**src/rtl/fetch_unit_pkg.sv**
```systemverilog
// rtl/fetch_unit_pkg.sv - shared cpu definitions used by fetch and decode
package fetch_unit_pkg;
  localparam int ADDR_W = 32;
  localparam int INST_W = 32;
  localparam int ENTRY_W = ADDR_W + INST_W;
  localparam logic [ADDR_W-1:0] PC_INC = 32'd4;
  localparam logic [INST_W-1:0] NOP_INST = 32'h0;

  typedef struct packed {
    logic [ADDR_W-1:0] pc;
    logic [INST_W-1:0] inst;
  } fetchEntry_t;

  function automatic logic [ADDR_W-1:0] alignPc(input logic [ADDR_W-1:0] pc);
    return pc & ~32'h3;
  endfunction
endpackage

```
**src/rtl/fetch_fifo.sv**
```systemverilog
// rtl/fetch_fifo.sv - prefetch queue of {pc, inst} entries with flush
module fetch_fifo
  import fetch_unit_pkg::*;
#(
  parameter int DEPTH = 4
) (
  input  logic                     clk,
  input  logic                     rst_n,
  input  logic                     push,
  input  logic [ENTRY_W-1:0]       pushData,
  input  logic                     pop,
  input  logic                     flush,
  output logic [ENTRY_W-1:0]       headData,
  output logic                     full,
  output logic                     empty,
  output logic [$clog2(DEPTH):0]   count
);
  localparam int PW = $clog2(DEPTH);
  localparam int CW = PW + 1;

  logic [ENTRY_W-1:0] mem [DEPTH];
  logic [PW-1:0]      rdPtr;
  logic [PW-1:0]      wrPtr;
  logic               doPop;

  assign empty    = (count == '0);
  assign full     = (count == CW'(DEPTH));
  assign doPop    = pop && !empty;
  assign headData = mem[rdPtr];

  // Pointers are exactly PW bits wide, so DEPTH being a power of two gives the wrap for free.
  always_ff @(posedge clk) begin
    if (!rst_n || flush) begin
      rdPtr <= '0;
      wrPtr <= '0;
      count <= '0;
    end else begin
      if (push) wrPtr <= wrPtr + PW'(1);
      if (doPop) rdPtr <= rdPtr + PW'(1);
      if (push && !doPop) count <= count + CW'(1);
      else if (doPop && !push) count <= count - CW'(1);
    end
  end

  always_ff @(posedge clk) begin
    if (push && !flush) mem[wrPtr] <= pushData;
  end
endmodule

```
**src/rtl/fetch_unit.sv**
```systemverilog
// rtl/fetch_unit.sv - instruction fetch: PC sequencing, one-deep memory pipeline, prefetch queue
module fetch_unit
  import fetch_unit_pkg::*;
#(
  parameter logic [31:0] RESET_PC = 32'h0000_0000,
  parameter int          DEPTH    = 4
) (
  input  logic        clk,
  input  logic        rst_n,
  output logic        imem_req,
  output logic [31:0] imem_addr,
  input  logic [31:0] imem_rdata,
  input  logic        redirect,
  input  logic [31:0] redirect_pc,
  output logic        inst_valid,
  input  logic        inst_ready,
  output logic [31:0] inst,
  output logic [31:0] inst_pc
);
  localparam int CW = $clog2(DEPTH) + 1;

  logic [ADDR_W-1:0]  pc;
  logic [ADDR_W-1:0]  reqPc;
  logic               inFlight;
  logic               issue;
  logic               push;
  logic               pop;
  logic               fifoFull;
  logic               fifoEmpty;
  logic [CW-1:0]      fifoCount;
  logic [ENTRY_W-1:0] headRaw;
  fetchEntry_t        pushEntry;
  fetchEntry_t        head;

  // Occupancy counts the outstanding response so the queue can never overflow; a pop frees space only next cycle.
  assign issue = rst_n && !redirect && ((fifoCount + CW'(inFlight)) < CW'(DEPTH));
  assign push  = rst_n && !redirect && inFlight && !fifoFull;
  assign pop   = inst_valid && inst_ready;

  assign pushEntry.pc   = reqPc;
  assign pushEntry.inst = imem_rdata;
  assign head           = fetchEntry_t'(headRaw);

  assign imem_req   = issue;
  assign imem_addr  = rst_n ? pc : RESET_PC;
  assign inst_valid = rst_n && !fifoEmpty;
  assign inst       = inst_valid ? head.inst : NOP_INST;
  assign inst_pc    = inst_valid ? head.pc : '0;

  always_ff @(posedge clk) begin
    if (!rst_n) begin
      pc       <= RESET_PC;
      reqPc    <= RESET_PC;
      inFlight <= 1'b0;
    end else if (redirect) begin
      pc       <= alignPc(redirect_pc);
      inFlight <= 1'b0;
    end else begin
      inFlight <= issue;
      if (issue) begin
        reqPc <= pc;
        pc    <= pc + PC_INC;
      end
    end
  end

  fetch_fifo #(
    .DEPTH(DEPTH)
  ) u_fifo (
    .clk      (clk),
    .rst_n    (rst_n),
    .push     (push),
    .pushData (pushEntry),
    .pop      (pop),
    .flush    (redirect),
    .headData (headRaw),
    .full     (fifoFull),
    .empty    (fifoEmpty),
    .count    (fifoCount)
  );
endmodule

```
**config.mk**
```make
export PLATFORM = sky130hd
export DESIGN_NAME = fetch_unit
export DESIGN_NICKNAME = d
export VERILOG_FILES = /design/src/rtl/fetch_unit_pkg.sv /design/src/rtl/fetch_fifo.sv /design/src/rtl/fetch_unit.sv
export SDC_FILE = /design/constraint.sdc
export NUM_CORES = 1
export LEC_CHECK = 0
export BUFFER_PORTS_ARGS = -buffer_cell sky130_fd_sc_hd__buf_2
export CORE_UTILIZATION = 55
export CTS_CLUSTER_DIAMETER = 50
export DETAILED_ROUTE_END_ITERATION = 7
export PLACE_DENSITY = 0.84
export SLEW_MARGIN = 40
export SYNTH_ARGS = -nofsm -noshare
export SYNTH_HDL_FRONTEND = slang
export SYNTH_SLANG_ARGS = --single-unit
```
**constraint.sdc**
```tcl
create_clock -name clk -period 3.1 [get_ports clk]
set_input_delay 0.31 -clock clk [delete_from_list [all_inputs] [get_ports clk]]
set_output_delay 0.31 -clock clk [all_outputs]
set_load 0.05 [all_outputs]
```
==> impl_metrics.ini <==
[outcome]
status = completed

[worst_setup_path]
worstPathArrival_ns = 2.35
rr_worst_depth = 10
worstSetupPathType = flop to output port
path_buf_inv = 2
path_max_fanout = 29
worst_setup_path_end_kind = output port
start_kind = flop
cp.required_ns = 2.79
crit_family = flip-flops
cp_cell_sequence = buf_12 > mux4_2 > and2_1 > buf_2
slowest_delay_ns = 0.61
cpMaxStageDelayCell = dfxtp_4
cp.depth = 4

[cells_and_area]
fillers = 1591
areaGrowthSynthToFinish_pct = 17.2
layout_common_cells = 248 x edfxtp_1, 159 x buf_2, 89 x and2_1, 80 x nand2_1, 68 x dfxtp_1
fin_area_um2 = 15100
final_common_cell = edfxtp_1
diodes = 0
drive_above_1_share_pct = 29.8
nNetsFinal = 1080

[drt]
drc = 0
vias = 7636
drtAntennaViolNets = 0
via_per_inst = 5.70
wl_um = 25500
drt-initial-drc-count = 694
drt_pre_antenna_iters = 5
wl_per_cell_um = 19.0

[sta]
layout_min_cycle_time_ns = 2.66
min_period_over_period_pct = 85.7
clock_skew_ns = 0.0113
setup_viol = 0
hold_violations = 0
max_clock_freq_mhz = 376
setup_ws_ns = 0.442
rsz0062_at_grt = no
slew_headroom_pct = 48.2
worst_slew_pin_slew_ns = 0.776
setup-tns-final_ns = 0
finalMaxSlewViolations = 0
timing.hold.ws_ns = 0.0345

[logic_synthesis]
synth_cell_types = 52
yosysWarningCount = 0
synth_area_um2 = 12900
synth_area_per_cell_um2 = 15.2
yosysTopAreaCellShare_pct = 57.7
ys_ff_latch = 318
synth.area.top_cells = edfxtp_1 58%, dfxtp_1 11%, mux4_2 11%
synth_top_cell_by_area = edfxtp_1
yosysSeqAreaShare_pct = 68.6
synth_cells = 846

[placed_design]
port_buffers = 159
gp_congestion = 0.843
dpl.hpwl_um = 15600
placement.cell_area_um2 = 14100
pre_cts_ws_ns = 0.650

[floorplan]
io_pins = 166
dieHeight_um = 155
die_w_um = 155
initial_core_util_pct = 56.5
core_um2 = 22800
fp-row-count = 55
die_area_um2 = 24100

[clock_tree]
clock-sinks = 318
cts_tree = built
ctsHoldBuffers = 0
cts_root_buf = clkbuf_16
cts_inserted_buffers = 34
cts_max_level = 2
insertion_delay_ns = 0.49
cts_setup_buffers = 0
cts-resized-gates = 0
ctsLongestPathBuffers = 3
clk_pin_slew_ns = 0.06

[power_and_ir_drop]
leakage_nw = 5.52
pwr_density_cell_nw_per_um2 = 594
ir_worst_vdd_uv = 302

[global_routing]
gr-total-overflow = 0
grt_pass1_vias = 7496
grt_usage_pct = 21.7
grt_first_pass_wirelength_um = 40300
grt_max_degree = 65
antenna_found_initial = 0

[run]
drv_cap = 0

[min_path]
hold_depth = 1
hold_class = primary input to flop
[worst register-to-register path: stages (launching register included)]
cell and delay [ns]:
dfxtp_1 0.43, nor2_1 0.08, nand2_1 0.10, nand2_1 0.12
nor2_1 0.32, ha_1 0.30, inv_1 0.10, fa_1 0.38
xor2_1 0.16, or3_1 0.31, a21oi_1 0.13
[per-stage QoR]
step	utilization (%)	instances	total power [mW]
after detailed placement	61.5	1282	5.22
after global routing	66.2	1340	9.24
after CTS	66.2	1340	9.05
final	66.2	1340	8.98
after global placement	61.5	1281	5.21
after floorplan	-	849	5.07
[worst paths after layout]
| path | from | to | slack, ns |
|---|---|---|---|
| worst max register to register | u_fifo.count[0] | u_fifo.count[2] | 0.61 |
| worst min-delay path | imem_rdata[9] | u_fifo.mem[1][9] | 0.03 |
| worst min register to register | pc[31] | reqPc[31] | 0.47 |
| worst max-delay path | flop | inst[17] | 0.44 |
[where the power goes]
part,switching (mW),internal [mW]
registers,0.0718,4.63
logic,0.292,0.139
clock network,1.52,2.33
[per-layer routing]
| metal | share of wire, % | up-vias | global-route usage, % |
|---|---|---|---|
| met3 | 6.9 | 42 | 3.62 |
| met5 | 0 | - | 0 |
| met4 | 1.8 | 0 | 6.32 |
| met2 | 48 | 316 | 35.1 |
| li1 | - | 3508 | - |
| met1 | 43 | 3770 | 30.5 |
[cell usage after synthesis, drive strengths merged]
cell type  count
edfxtp       248
and2          93
nand2         80
dfxtp         70
mux4          62
a21oi         50
clkbuf        32
buf           27
nor2          26
nand3         23
nand4         17
xor2          16
o21ai         12
a31oi         11
inv           11
and3          10
nor3           7
ha             6
nor4           5
a221oi         4
mux2           4
nor3b          4
o22ai          4
a32oi          3
mux2i          3
xnor2          3
and3b          2
nand4b         2
a211o          1
a222oi         1
a311o          1
a311oi         1
and4b          1
conb           1
fa             1
nor2b          1
nor4b          1
o21a           1
or3            1
[state kept, by name (all words and copies together), names as in the netlist, named ones only]
name	cells
u_fifo.mem	248
pc	30
reqPc	30
u_fifo.count	3
u_fifo.rdPtr	2
u_fifo.wrPtr	2
inFlight	1
[cell type report]
type / instances / area, um2 / area share, %
clock buffer: 47 / 921 / 6.09
clock inverter: 11 / 135 / 0.894
inverter: 11 / 41.3 / 0.273
multi-input combinational: 461 / 3760 / 24.9
sequential: 318 / 8860 / 58.6
tap: 313 / 392 / 2.59
timing repair buffer: 179 / 1010 / 6.67
[logic make-up after synthesis]
logic type,count (synthesis),synth area share (%)
DFF,318,68.6
other,1,0.0291
AOI/OAI and AO/OA,89,3.96
xor gates and xnor gates,19,1.35
muxes,69,11.5
buffers and inverters,70,2.44
and+or+nand+nor,273,11.4
adders and majority gates,7,0.737
(Power assumes the default switching activity.)
